### src/rtl/muldiv_pkg.sv
// Shared types and decode helpers for the iterative RV32M multiply/divide unit.
package muldiv_pkg;

  typedef enum logic [2:0] {
    OP_MUL    = 3'd0,
    OP_MULH   = 3'd1,
    OP_MULHSU = 3'd2,
    OP_MULHU  = 3'd3,
    OP_DIV    = 3'd4,
    OP_DIVU   = 3'd5,
    OP_REM    = 3'd6,
    OP_REMU   = 3'd7
  } muldiv_op_e;

  typedef enum logic [1:0] {IDLE, BUSY, DONE} muldiv_state_e;

  function automatic logic is_div(input muldiv_op_e op);
    return op[2];
  endfunction

  function automatic logic is_rem(input muldiv_op_e op);
    return op[2] & op[1];
  endfunction

  // MUL keeps its low half identical either way, so it is handled as unsigned.
  function automatic logic is_signed_a(input muldiv_op_e op);
    return (op == OP_MULH) || (op == OP_MULHSU) || (op == OP_DIV) || (op == OP_REM);
  endfunction

  function automatic logic is_signed_b(input muldiv_op_e op);
    return (op == OP_MULH) || (op == OP_DIV) || (op == OP_REM);
  endfunction

endpackage

### src/rtl/muldiv_step.sv
// One radix-2 iteration on the {acc,q} pair: shift-add multiply (right shift)
// or restoring compare-subtract divide (left shift).
module muldiv_step #(
  parameter int XLEN = 32
) (
  input  logic            is_div,
  input  logic [XLEN-1:0] acc,
  input  logic [XLEN-1:0] q,
  input  logic [XLEN-1:0] opnd,
  output logic [XLEN-1:0] acc_nxt,
  output logic [XLEN-1:0] q_nxt
);

  logic [XLEN:0] sum, shl, diff;

  always_comb begin
    sum     = {1'b0, acc} + {1'b0, opnd};
    shl     = {acc, q[XLEN-1]};
    diff    = shl - {1'b0, opnd};
    acc_nxt = acc;
    q_nxt   = q;
    if (is_div) begin
      // Partial remainder stays below the divisor, so XLEN+1 bits never overflow.
      if (shl >= {1'b0, opnd}) begin
        acc_nxt = diff[XLEN-1:0];
        q_nxt   = {q[XLEN-2:0], 1'b1};
      end else begin
        acc_nxt = shl[XLEN-1:0];
        q_nxt   = {q[XLEN-2:0], 1'b0};
      end
    end else if (q[0]) begin
      acc_nxt = sum[XLEN:1];
      q_nxt   = {sum[0], q[XLEN-1:1]};
    end else begin
      acc_nxt = {1'b0, acc[XLEN-1:1]};
      q_nxt   = {acc[0], q[XLEN-1:1]};
    end
  end

endmodule

### src/rtl/muldiv_unit.sv
// Iterative RV32M multiply/divide unit with valid/ready handshakes on both sides.
// Optional MULDIV_EARLY_OUT_EN: trivial multiplies/divides complete at accept.
module muldiv_unit
  import muldiv_pkg::*;
#(
  parameter int XLEN = 32
) (
  input  logic            clk,
  input  logic            reset_n,
  input  logic            Flush,
  input  logic            InValid,
  output logic            InReady,
  input  logic [2:0]      MulDivOp,
  input  logic [XLEN-1:0] SrcA,
  input  logic [XLEN-1:0] SrcB,
  output logic            OutValid,
  input  logic            OutReady,
  output logic [XLEN-1:0] Result
);

  localparam int CNTW = $clog2(XLEN);
  localparam logic [XLEN-1:0] MIN = {1'b1, {(XLEN-1){1'b0}}};

  muldiv_state_e   state, state_nxt;
  muldiv_op_e      op_in, op_q;
  logic [XLEN-1:0] acc, qr, opnd, acc_nxt, qr_nxt;
  logic [CNTW-1:0] cnt;
  logic            neg_q, neg_r, accept, step_div;
  logic            neg_a, neg_b, div0, ovf, early, special;
  logic [XLEN-1:0] abs_a, abs_b, spec_res, fin_res;
  logic [2*XLEN-1:0] prod;

  assign op_in    = muldiv_op_e'(MulDivOp);
  assign accept   = InValid && (state == IDLE) && !Flush;
  assign step_div = is_div(op_q);

  always_comb begin
    neg_a = is_signed_a(op_in) & SrcA[XLEN-1];
    neg_b = is_signed_b(op_in) & SrcB[XLEN-1];
    abs_a = neg_a ? -SrcA : SrcA;
    abs_b = neg_b ? -SrcB : SrcB;
    div0  = is_div(op_in) && (SrcB == '0);
    ovf   = is_div(op_in) && is_signed_b(op_in) && (SrcA == MIN) && (SrcB == '1);
`ifdef MULDIV_EARLY_OUT_EN
    early = is_div(op_in) ? (!div0 && (abs_a < abs_b)) : ((SrcA == '0) || (SrcB == '0));
`else
    early = 1'b0;
`endif
    special  = div0 || ovf || early;
    spec_res = '0;
    if (div0)                       spec_res = is_rem(op_in) ? SrcA : '1;
    else if (ovf)                   spec_res = is_rem(op_in) ? '0 : MIN;
    else if (early && is_div(op_in)) spec_res = is_rem(op_in) ? SrcA : '0;
  end

  muldiv_step #(.XLEN(XLEN)) u_step (
    .is_div (step_div),
    .acc    (acc),
    .q      (qr),
    .opnd   (opnd),
    .acc_nxt(acc_nxt),
    .q_nxt  (qr_nxt)
  );

  // Sign fixup on the final iteration's output, applied as it enters DONE.
  always_comb begin
    prod    = {acc_nxt, qr_nxt};
    fin_res = '0;
    if (step_div) begin
      if (is_rem(op_q)) fin_res = neg_r ? -acc_nxt : acc_nxt;
      else              fin_res = neg_q ? -qr_nxt  : qr_nxt;
    end else begin
      if (neg_q) prod = -prod;
      fin_res = (op_q == OP_MUL) ? prod[XLEN-1:0] : prod[2*XLEN-1:XLEN];
    end
  end

  always_ff @(posedge clk) begin
    if (!reset_n) state <= IDLE;
    else          state <= state_nxt;
  end

  always_comb begin
    state_nxt = state;
    case (state)
      IDLE:    if (accept) state_nxt = special ? DONE : BUSY;
      BUSY:    if (cnt == '0) state_nxt = DONE;
      DONE:    if (OutReady) state_nxt = IDLE;
      default: state_nxt = IDLE;
    endcase
    if (Flush) state_nxt = IDLE;
  end

  always_comb begin
    InReady  = (state == IDLE);
    OutValid = (state == DONE);
  end

  always_ff @(posedge clk) begin
    if (!reset_n) begin
      op_q   <= OP_MUL;
      acc    <= '0;
      qr     <= '0;
      opnd   <= '0;
      neg_q  <= 1'b0;
      neg_r  <= 1'b0;
      cnt    <= '0;
      Result <= '0;
    end else if (!Flush) begin
      if (accept) begin
        op_q  <= op_in;
        acc   <= '0;
        qr    <= is_div(op_in) ? abs_a : abs_b;
        opnd  <= is_div(op_in) ? abs_b : abs_a;
        neg_q <= neg_a ^ neg_b;
        neg_r <= neg_a;
        cnt   <= CNTW'(XLEN-1);
        if (special) Result <= spec_res;
      end else if (state == BUSY) begin
        acc <= acc_nxt;
        qr  <= qr_nxt;
        if (cnt == '0) Result <= fin_res;
        else           cnt    <= cnt - 1'b1;
      end
    end
  end

endmodule

### config.mk
export PLATFORM = sky130hd
export DESIGN_NAME = muldiv_unit
export DESIGN_NICKNAME = d
export VERILOG_FILES = /design/src/rtl/muldiv_pkg.sv /design/src/rtl/muldiv_step.sv /design/src/rtl/muldiv_unit.sv
export SDC_FILE = /design/constraint.sdc
export NUM_CORES = 1
export LEC_CHECK = 0
export BUFFER_PORTS_ARGS = -buffer_cell sky130_fd_sc_hd__buf_2
export CORE_MARGIN = 2
export CORE_UTILIZATION = 28
export CTS_CLUSTER_SIZE = 16
export DETAILED_ROUTE_END_ITERATION = 10
export HOLD_SLACK_MARGIN = 0.03
export SLEW_MARGIN = 20
export SYNTH_ARGS = -nofsm -noshare
export SYNTH_HDL_FRONTEND = slang
export SYNTH_SLANG_ARGS = --single-unit
export TNS_END_PERCENT = 5
### constraint.sdc
create_clock -name clk -period 13.7 [get_ports clk]
set_clock_uncertainty 0.2 [all_clocks]
set_input_delay 2.055 -clock clk [delete_from_list [all_inputs] [get_ports clk]]
set_output_delay 2.055 -clock clk [all_outputs]
set_load 0.005 [all_outputs]
==> results_tabular.tex, run 1 <==
\begin{tabular}{lr}
\hline
Metric & Value \\
\hline
\multicolumn{2}{l}{\textbf{Placed design}} \\
\quad Final weighted congestion in routability-driven placement & 0.9892 \\
\quad Total cell area at the placement stage & around 17000 sq um \\
\quad DP Worst Slack & roughly 7300 ps \\
\quad Count of input and output buffers & roughly 110 \\
\quad Dpl hpwl & about 56000 um \\
\multicolumn{2}{l}{\textbf{Clock network}} \\
\quad H-tree depth & 4 \\
\quad Clock root cell & sky130\_fd\_sc\_hd\_\_clkbuf\_16 \\
\quad Insertion delay of the later-clocked pin in the worst-skew pair & 470 ps \\
\quad Buffer count from post-CTS setup fixing & 0 \\
\quad Number of buffers added by the clock tree synthesis step & 17 \\
\quad Number of gates given a new drive strength after cts & 0 \\
\quad Num Clock Sinks & 140 \\
\quad CTS clk-pin slew, worst paths & 60 ps \\
\quad Number of buffers on the longest clock path & 2 \\
\quad Hold Buf Count CTS & 0 \\
\quad TritonCTS clock tree & built \\
\multicolumn{2}{l}{\textbf{Yosys}} \\
\quad Post-Synth Adder-Cell Area & around 5.7\% \\
\quad Xor-xnor portion of the synthesized cell area & between 8 and 9\% \\
\quad Asr flop ratio synth & 0\% \\
\quad Register bit count reported by yosys & between 100 and 150 \\
\quad Number of instances in the synthesized netlist & around 2400 \\
\quad Simple-gate area share of the yosys netlist & 25.59\% \\
\quad YS warnings & 0 \\
\quad Post-synthesis instance area & $\sim$16000 sq um \\
\quad Mux contribution to synthesized area & under 10\% \\
\quad Synthesized-area fraction occupied by ao, oa, aoi and oai cells & between 30\% and 40\% \\
\quad Dominant combinational cell family by area after synthesis & compound AO/OA/AOI/OAI gates \\
\quad Syn nets & 2553 \\
\quad Most instantiated flip-flop cell in the synthesis netlist & sky130\_fd\_sc\_hd\_\_dfxtp\_1 \\
\quad Synth unique cells & 85 \\
\quad Number of synthesized flops with an enable pin & 0 \\
\quad Portion of the post-synthesis area used by sequential elements & between 15 and 20\% \\
\quad Mean cell area of the mapped netlist & 6.729 sq um \\
\multicolumn{2}{l}{\textbf{STA}} \\
\quad Maximum clock frequency & about 160 MHz \\
\quad Unrepaired setup endpoints after global routing & no \\
\quad Smallest setup slack after layout & $\sim$7500 ps \\
\quad Ratio of final minimum period to clock period & a little under half \\
\quad Setup violation total in the final timing report & 0 \\
\quad Slew headroom & 21.17\% \\
\quad Count of pins over their slew limit & 0 \\
\quad Slew of the pin with the lowest slew margin & between 1000 and 1500 ps \\
\quad Time the worst path needs with I/O delays and setup & around 6200 ps \\
\quad Final-layout setup total negative slack & 0 ps \\
\quad Final hold violation count & 0 \\
\multicolumn{2}{l}{\textbf{GRT}} \\
\quad GR Overflow Total & 0 \\
\quad Maximum number of pins on one net before global-route repair & 90 \\
\quad All-Layer GR Usage & about a quarter \\
\quad Initial antenna violation count & 2 \\
\quad Vias in the first global route & about 17000 \\
\quad First-pass GRT wire length & $\sim$110000 um \\
\multicolumn{2}{l}{\textbf{Min path}} \\
\quad Worst min-delay path category & reg2reg \\
\quad End of the worst hold path & Result[6]\$\_SDFFE\_PN0P\_ \\
\quad Cell depth of the worst min-delay path & 2 \\
\quad Origin of the worst min-delay path & Result[6]\$\_SDFFE\_PN0P\_ \\
\multicolumn{2}{l}{\textbf{Worst setup path}} \\
\quad R2R cell count & 19 \\
\quad Type of element launching the critical path & input pin \\
\quad CP Data Required Time & about 14000 ps \\
\quad Total buffers and inverters traversed by the critical path & 2 \\
\quad Launch instance of the worst register-to-register path & acc[3]\$\_SDFFE\_PN0P\_ \\
\quad Cell Chain, Critical Path & buf\_2 -> or3\_1 -> nor3\_1 -> nand2b\_1 -> nor3\_1 -> nand3\_1 -> o31ai\_1 -> a21o\_2 -> buf\_4 -> o21ai\_0 -> a211oi\_1 -> o21ai\_0 -> nand2\_1 \\
\quad Arrival time at the worst endpoint & 6390 ps \\
\quad CP endpoint kind & register \\
\quad CP top delay family & compound AO/OA/AOI/OAI gates \\
\quad R2r setup slk & about 7500 ps \\
\quad Classification of the worst setup path & in2reg \\
\quad Capture point of the worst reg-to-reg path & Result[20]\$\_SDFFE\_PN0P\_ \\
\quad Slowest CP cell & sky130\_fd\_sc\_hd\_\_o31ai\_1 \\
\quad Delay of the slowest cell on the worst path & 770 ps \\
\quad Largest fanout on the critical path & 64 \\
\multicolumn{2}{l}{\textbf{Drt}} \\
\quad Starting DRT DRC Count & between 2000 and 3000 \\
\quad Total wire length after detailed routing & around 72000 um \\
\quad Drc violations & 0 \\
\quad Number of iterations in the first detailed-routing pass & 7 \\
\quad Wire per inst & between 20 and 25 um \\
\quad Number of vias per cell & roughly 6.0 \\
\quad Antenna viol nets, final & 0 \\
\quad Total via count in the routed design & 19201 \\
\multicolumn{2}{l}{\textbf{Floorplan}} \\
\quad I/O pin count & 106 \\
\quad Placement Rows & between 80 and 90 \\
\quad Die Y-Extent & 244.6 um \\
\quad Effective utilization at floorplan & roughly 28\% \\
\quad Die Area & around 60000 sq um \\
\quad Area of the core region & between 50000 and 60000 sq um \\
\quad Width of the die & 244.6 um \\
\multicolumn{2}{l}{\textbf{Layout}} \\
\quad Layout Area Growth over Synthesis & 11.11\% \\
\quad Core occupancy in the finished layout & 31.33\% \\
\quad Share of cells above drive strength 1 & 9.222\% \\
\quad Number of diodes & 0 \\
\quad Most common cell after layout, fill and taps aside & sky130\_fd\_sc\_hd\_\_nand2\_1 \\
\quad Net count, final & approximately 2600 \\
\quad Total non-filler cell area in the finished layout & 18000 sq um \\
\quad Highest-count cells in the layout ignoring fill and taps & sky130\_fd\_sc\_hd\_\_nand2\_1 (286), sky130\_fd\_sc\_hd\_\_nor2\_1 (240), sky130\_fd\_sc\_hd\_\_a21oi\_1 (231), sky130\_fd\_sc\_hd\_\_o21ai\_0 (215), sky130\_fd\_sc\_hd\_\_dfxtp\_1 (138) \\
\multicolumn{2}{l}{\textbf{Pwr}} \\
\quad Peak supply drop & 0.07547 mV \\
\quad Power density of the placed cells & around 90 nW/um\^{}2 \\
\quad Static Leakage & around 6.6 nW \\
\quad Power Total & between 0.0015 and 0.002 W \\
\multicolumn{2}{l}{\textbf{Outcome}} \\
\quad Outcome & finished clean \\
\multicolumn{2}{l}{\textbf{Run}} \\
\quad Max Cap Violations & 0 \\
\hline
\end{tabular}
==> synthesized netlist by cell type (10+ instances only) <==
cell type / count / area share (%)
sky130_fd_sc_hd__a211oi_1: 35 / 1.6
sky130_fd_sc_hd__or2_2: 13 / 0.50
sky130_fd_sc_hd__nand3_1: 57 / 1.8
sky130_fd_sc_hd__a311oi_1: 12 / 0.65
sky130_fd_sc_hd__xnor2_1: 97 / 5.2
sky130_fd_sc_hd__dfxtp_1: 140 / 17
sky130_fd_sc_hd__inv_1: 77 / 1.8
sky130_fd_sc_hd__nand4_1: 38 / 1.5
sky130_fd_sc_hd__nor4_1: 25 / 0.97
sky130_fd_sc_hd__and3_1: 18 / 0.69
sky130_fd_sc_hd__o221ai_1: 13 / 0.70
sky130_fd_sc_hd__a22oi_1: 24 / 1.1
sky130_fd_sc_hd__a31oi_1: 33 / 1.3
sky130_fd_sc_hd__or4_1: 19 / 0.88
sky130_fd_sc_hd__o211ai_1: 107 / 5.0
sky130_fd_sc_hd__o21a_1: 15 / 0.69
sky130_fd_sc_hd__o22ai_1: 11 / 0.42
sky130_fd_sc_hd__xor2_1: 65 / 3.5
sky130_fd_sc_hd__nor2b_1: 10 / 0.39
sky130_fd_sc_hd__nor2_1: 242 / 5.6
sky130_fd_sc_hd__nand2_1: 286 / 6.6
sky130_fd_sc_hd__nor3_1: 67 / 2.1
sky130_fd_sc_hd__o21ai_0: 215 / 6.6
sky130_fd_sc_hd__ha_1: 71 / 5.5
sky130_fd_sc_hd__mux2i_1: 44 / 2.7
sky130_fd_sc_hd__nand2b_1: 16 / 0.62
sky130_fd_sc_hd__and2_1: 22 / 0.85
sky130_fd_sc_hd__o31ai_1: 25 / 1.2
sky130_fd_sc_hd__buf_2: 11 / 0.34
sky130_fd_sc_hd__clkbuf_1: 135 / 3.1
sky130_fd_sc_hd__a21oi_1: 231 / 7.1
sky130_fd_sc_hd__or3_1: 37 / 1.4
sky130_fd_sc_hd__buf_1: 19 / 0.44
sky130_fd_sc_hd__a21o_1: 29 / 1.3
==> per-stage QoR <==
stage               std cells  hold WS (ps)
floorplan                2408         248.3
global placement         3151         263.6
detailed placement       3151         261.1
CTS                      3183         268.3
global route             3183         286.2
finish                   3183         266.9
==> area by class of cell <==
type	instances	area, sq um
clock buffer	19	464.2
multi-input combinational	2023	12510
clock inverter	13	152.6
inverter	80	301.5
tap	765	957.2
sequential	140	2808
timing repair buffer	143	810.8
fill	6437	39470
==> worst min-delay path, delay by kind of cell (launching register included) <==
kind | cells | cell delay, ps
AOI/OAI and AO/OA | 1 | 50
DFF | 1 | 320
and+or+nand+nor | 1 | 60
==> cell families (layout without fill, tap and decap cells) <==
kind of cell | after synthesis | after routing
AOI/OAI and AO/OA | 855 | 855
xor gates and xnor gates | 162 | 162
adders and majority gates | 73 | 73
buffers and inverters | 245 | 255
DFF | 140 | 140
muxes | 51 | 51
and+or+nand+nor | 882 | 882
==> worst max path at each step <==
stage                              start                      end  cells after the start
detailed placement              SrcA[13]  Result[25]$_SDFFE_PN0P_                     13
global route        opnd[1]$_SDFFE_PN0P_  Result[20]$_SDFFE_PN0P_                     20
global placement                SrcA[13]  Result[25]$_SDFFE_PN0P_                     13
finish                          SrcA[13]  Result[25]$_SDFFE_PN0P_                     13
floorplan           op_q[2]$_SDFFE_PN0P_  Result[20]$_SDFFE_PN0P_                     22
CTS                  acc[3]$_SDFFE_PN0P_  Result[20]$_SDFFE_PN0P_                     19
==> where the power goes <==
part | leakage (nW) | internal (W) | total (W) | switching [W]
Sequential | 1.14 | 0.000426 | 0.000453 | 0.0000271
Combinational | 5.19 | 0.000201 | 0.000637 | 0.000435
Clock | 0.298 | 0.000288 | 0.000503 | 0.000215
Total | 6.63 | 0.000915 | 0.00159 | 0.000677
==> routing by layer <==
layer | wire length [um] | part of all wire [%] | global-route usage, % | up-vias
li1 | - | - | - | 8906
met1 | 30240 | 42 | 31.35 | 9076
met5 | 0 | 0 | 0 | -
met2 | 30680 | 42 | 35.40 | 1016
met4 | 3959 | 5.5 | 11.59 | 0
met3 | 7495 | 10 | 6.080 | 203
==> sequential cells by signal (all words and copies together), names as in the netlist <==
signal	cells
neg_q	1
acc	32
qr	32
opnd	32
op_q	3
cnt	5
state	2
Result	32
neg_r	1
Power figures use the tool's default switching activity.
==> inputs of run 2 (changes only) <==
- clock period: 13.7 -> 5.5 ns (I/O delays scaled with it)
==> results_tabular.tex, run 2 (same netlist as run 1, synthesis figures left out) <==
\begin{tabular}{lr}
\hline
Metric & Value \\
\hline
\multicolumn{2}{l}{\textbf{Floorplan}} \\
\quad Effective utilization at floorplan & 28.19\% (unchanged) \\
\quad Placement Rows & 88 (unchanged) \\
\quad Die Area & 59810 sq um (unchanged) \\
\quad Die Y-Extent & 244.6 um (unchanged) \\
\quad Width of the die & 244.6 um (unchanged) \\
\quad I/O pin count & 106 (unchanged) \\
\quad Area of the core region & 57480 sq um (unchanged) \\
\multicolumn{2}{l}{\textbf{Clock network}} \\
\quad Hold Buf Count CTS & 0 (unchanged) \\
\quad Clock root cell & sky130\_fd\_sc\_hd\_\_clkbuf\_16 \\
\quad H-tree depth & 4 (unchanged) \\
\quad Buffer count from post-CTS setup fixing & 0 (unchanged) \\
\quad CTS clk-pin slew, worst paths & 70 ps (about the same) \\
\quad Number of buffers on the longest clock path & 2 (unchanged) \\
\quad Number of buffers added by the clock tree synthesis step & 17 (unchanged) \\
\quad Num Clock Sinks & 140 (unchanged) \\
\quad TritonCTS clock tree & built \\
\quad Insertion delay of the later-clocked pin in the worst-skew pair & 490 ps (+20 ps) \\
\multicolumn{2}{l}{\textbf{Layout}} \\
\quad Net count, final & 2649 (+3.9\%) \\
\quad Layout Area Growth over Synthesis & 16.81\% \\
\quad Highest-count cells in the layout ignoring fill and taps & sky130\_fd\_sc\_hd\_\_nand2\_1 (286), sky130\_fd\_sc\_hd\_\_nor2\_1 (239), sky130\_fd\_sc\_hd\_\_a21oi\_1 (226), sky130\_fd\_sc\_hd\_\_o21ai\_0 (210), sky130\_fd\_sc\_hd\_\_dfxtp\_1 (138) \\
\quad Most common cell after layout, fill and taps aside & sky130\_fd\_sc\_hd\_\_nand2\_1 \\
\quad Fillers & 6328 (-1.7\%) \\
\quad Share of cells above drive strength 1 & 13.75\% (+4.5 points) \\
\multicolumn{2}{l}{\textbf{GRT}} \\
\quad Grt met2 use & 38.14\% (+2.7 points) \\
\quad First-pass GRT wire length & 113600 um (+4.3\%) \\
\quad Maximum number of pins on one net before global-route repair & 93 (+3.3\%) \\
\quad GR Overflow Total & 0 (unchanged) \\
\quad Top Usage Layer GRT & met2 \\
\quad Met3 routing resource usage after global routing & 5.827\% (-0.25 points) \\
\quad Vias in the first global route & 17635 (+1.9\%) \\
\quad All-Layer GR Usage & 24.99\% (+1.3 points) \\
\quad Initial antenna violation count & 6 (+4) \\
\quad Met1 GRT Util & 33.40\% (+2.0 points) \\
\multicolumn{2}{l}{\textbf{Worst setup path}} \\
\quad Largest fanout on the critical path & 13 (-80\%) \\
\quad Arrival time at the worst endpoint & 5490 ps (-900 ps) \\
\quad CP endpoint kind & register \\
\quad Slowest CP cell & sky130\_fd\_sc\_hd\_\_or4b\_4 \\
\quad Delay of the slowest cell on the worst path & 580 ps (-190 ps) \\
\quad Cell Chain, Critical Path & inv\_1 -> ha\_1 -> a21o\_1 -> a31oi\_2 -> o22ai\_2 -> o311a\_2 -> buf\_4 -> o31ai\_1 -> o21ai\_0 -> inv\_1 -> ha\_1 -> inv\_1 -> or4b\_4 -> or4\_4 -> or3\_1 -> buf\_4 -> o31ai\_2 -> xnor2\_1 -> o221ai\_1 -> a31oi\_1 \\
\quad CP Data Required Time & 5710 ps (-8190 ps) \\
\quad Type of element launching the critical path & register \\
\quad Classification of the worst setup path & reg2reg \\
\quad CP dominant cell by count & sky130\_fd\_sc\_hd\_\_inv\_1 \\
\multicolumn{2}{l}{\textbf{Outcome}} \\
\quad Outcome & finished clean \\
\multicolumn{2}{l}{\textbf{Drt}} \\
\quad Wire per inst & 23.57 um (+3.7\%) \\
\quad Total wire length after detailed routing & 77350 um (+6.9\%) \\
\quad Antenna viol nets, final & 0 (unchanged) \\
\quad Number of vias per cell & 6.048 (+0.26\%) \\
\quad Drc violations & 0 (unchanged) \\
\quad Total via count in the routed design & 19850 (+3.4\%) \\
\quad Starting DRT DRC Count & 2787 (+9.9\%) \\
\quad Number of iterations in the first detailed-routing pass & 9 (+2) \\
\multicolumn{2}{l}{\textbf{STA}} \\
\quad Setup violation total in the final timing report & 0 (unchanged) \\
\quad Time the worst path needs with I/O delays and setup & between 5000 and 6000 ps \\
\quad Maximum clock frequency & around 190 MHz \\
\quad Slew headroom & 25.69\% (+4.5 points) \\
\quad Smallest setup slack after layout & 223.4 ps (-7287 ps) \\
\quad Unrepaired setup endpoints after global routing & yes \\
\quad Slew of the pin with the lowest slew margin & 1106 ps (-67.34 ps) \\
\quad Ratio of final minimum period to clock period & roughly 96\% \\
\quad Count of pins over their slew limit & 0 (unchanged) \\
\quad Final hold violation count & 0 (unchanged) \\
\multicolumn{2}{l}{\textbf{Run}} \\
\quad Max Cap Violations & 0 (unchanged) \\
\multicolumn{2}{l}{\textbf{Placed design}} \\
\quad Count of input and output buffers & 105 (unchanged) \\
\quad Final weighted congestion in routability-driven placement & 1.028 (+4.0\%) \\
\quad Dpl hpwl & 60490 um (+7.5\%) \\
\quad DP Worst Slack & 33.47 ps (-7286 ps) \\
\multicolumn{2}{l}{\textbf{Pwr}} \\
\quad Power density of the placed cells & 221.7 nW/um\^{}2 (+150\%) \\
\quad Static Leakage & 7.159 nW (+8.0\%) \\
\quad Power Total & 0.004196 W (+160\%) \\
\quad Peak supply drop & 0.1899 mV (+150\%) \\
\multicolumn{2}{l}{\textbf{Min path}} \\
\quad Worst min-delay path category & reg2reg \\
\hline
\end{tabular}
run 2: routing by layer:
| metal | vias up | routed length (um) |
|---|---|---|
| li1 | 9091 | - |
| met1 | 9387 | 32190 |
| met2 | 1180 | 33430 |
| met3 | 192 | 8171 |
| met4 | 0 | 3561 |
| met5 | - | 0 |
run 2: area by class of cell:
type | instances | area, sq um | area share, %
multi-input cells | 2023 | 12630 | 66.72
flip-flops and latches | 140 | 2808 | 14.83
diodes | 1 | 2.502 | 0.01322
repair buffers | 242 | 1579 | 8.342
clock buffers | 21 | 491.7 | 2.598
clock inverters | 10 | 160.2 | 0.8461
inverters | 80 | 301.5 | 1.593
well taps | 765 | 957.2 | 5.057
run 2: critical path: cells and delay by family (launching register included):
family	cells	cell delay (ps)
compound gates	9	1920
simple gates	3	1510
buf+inv	5	580
fa+ha+maj	2	450
flops	1	370
xor+xnor	1	170
run 2: path summary, 6_finish.rpt:
path | from | to | slack [ps] | cells after the start
worst min-delay path | opnd[24]$_SDFFE_PN0P_ | opnd[24]$_SDFFE_PN0P_ | 280 | 2
worst min register to register | opnd[24]$_SDFFE_PN0P_ | opnd[24]$_SDFFE_PN0P_ | 280 | 2
worst max register to register | opnd[6]$_SDFFE_PN0P_ | Result[30]$_SDFFE_PN0P_ | 220 | 20
worst max-delay path | opnd[6]$_SDFFE_PN0P_ | Result[30]$_SDFFE_PN0P_ | 220 | 20
run 2: power breakdown:
| part | internal, W | switching, W |
|---|---|---|
| registers | 0.00106 | 0.0000599 |
| logic | 0.000578 | 0.00115 |
| clock network | 0.000817 | 0.000529 |
| total | 0.00246 | 0.00174 |
run 2: through the flow:
stage / hold slack, ps / utilization, % / cell area [sq um] / TNS [ps] / std cells
3_5_place_dp: 267.8 / 31.56 / 18140 / 0 / 3250
3_3_place_gp: 266.5 / 31.56 / 18140 / 0 / 3250
5_1_grt: 307.2 / 32.93 / 18930 / -24.02 / 3281
2_1_floorplan: 248.3 / - / 16210 / 0 / 2408
4_1_cts: 275.5 / 32.70 / 18800 / 0 / 3281
6_report: 278.9 / 32.93 / 18930 / 0 / 3282
run 2: repair_timing:
item / in CTS / in global routing
gates cloned: 0 / 0
resized for setup: 1 / 35
setup endpoints to repair: 1 / 16
pin swaps: 0 / 5
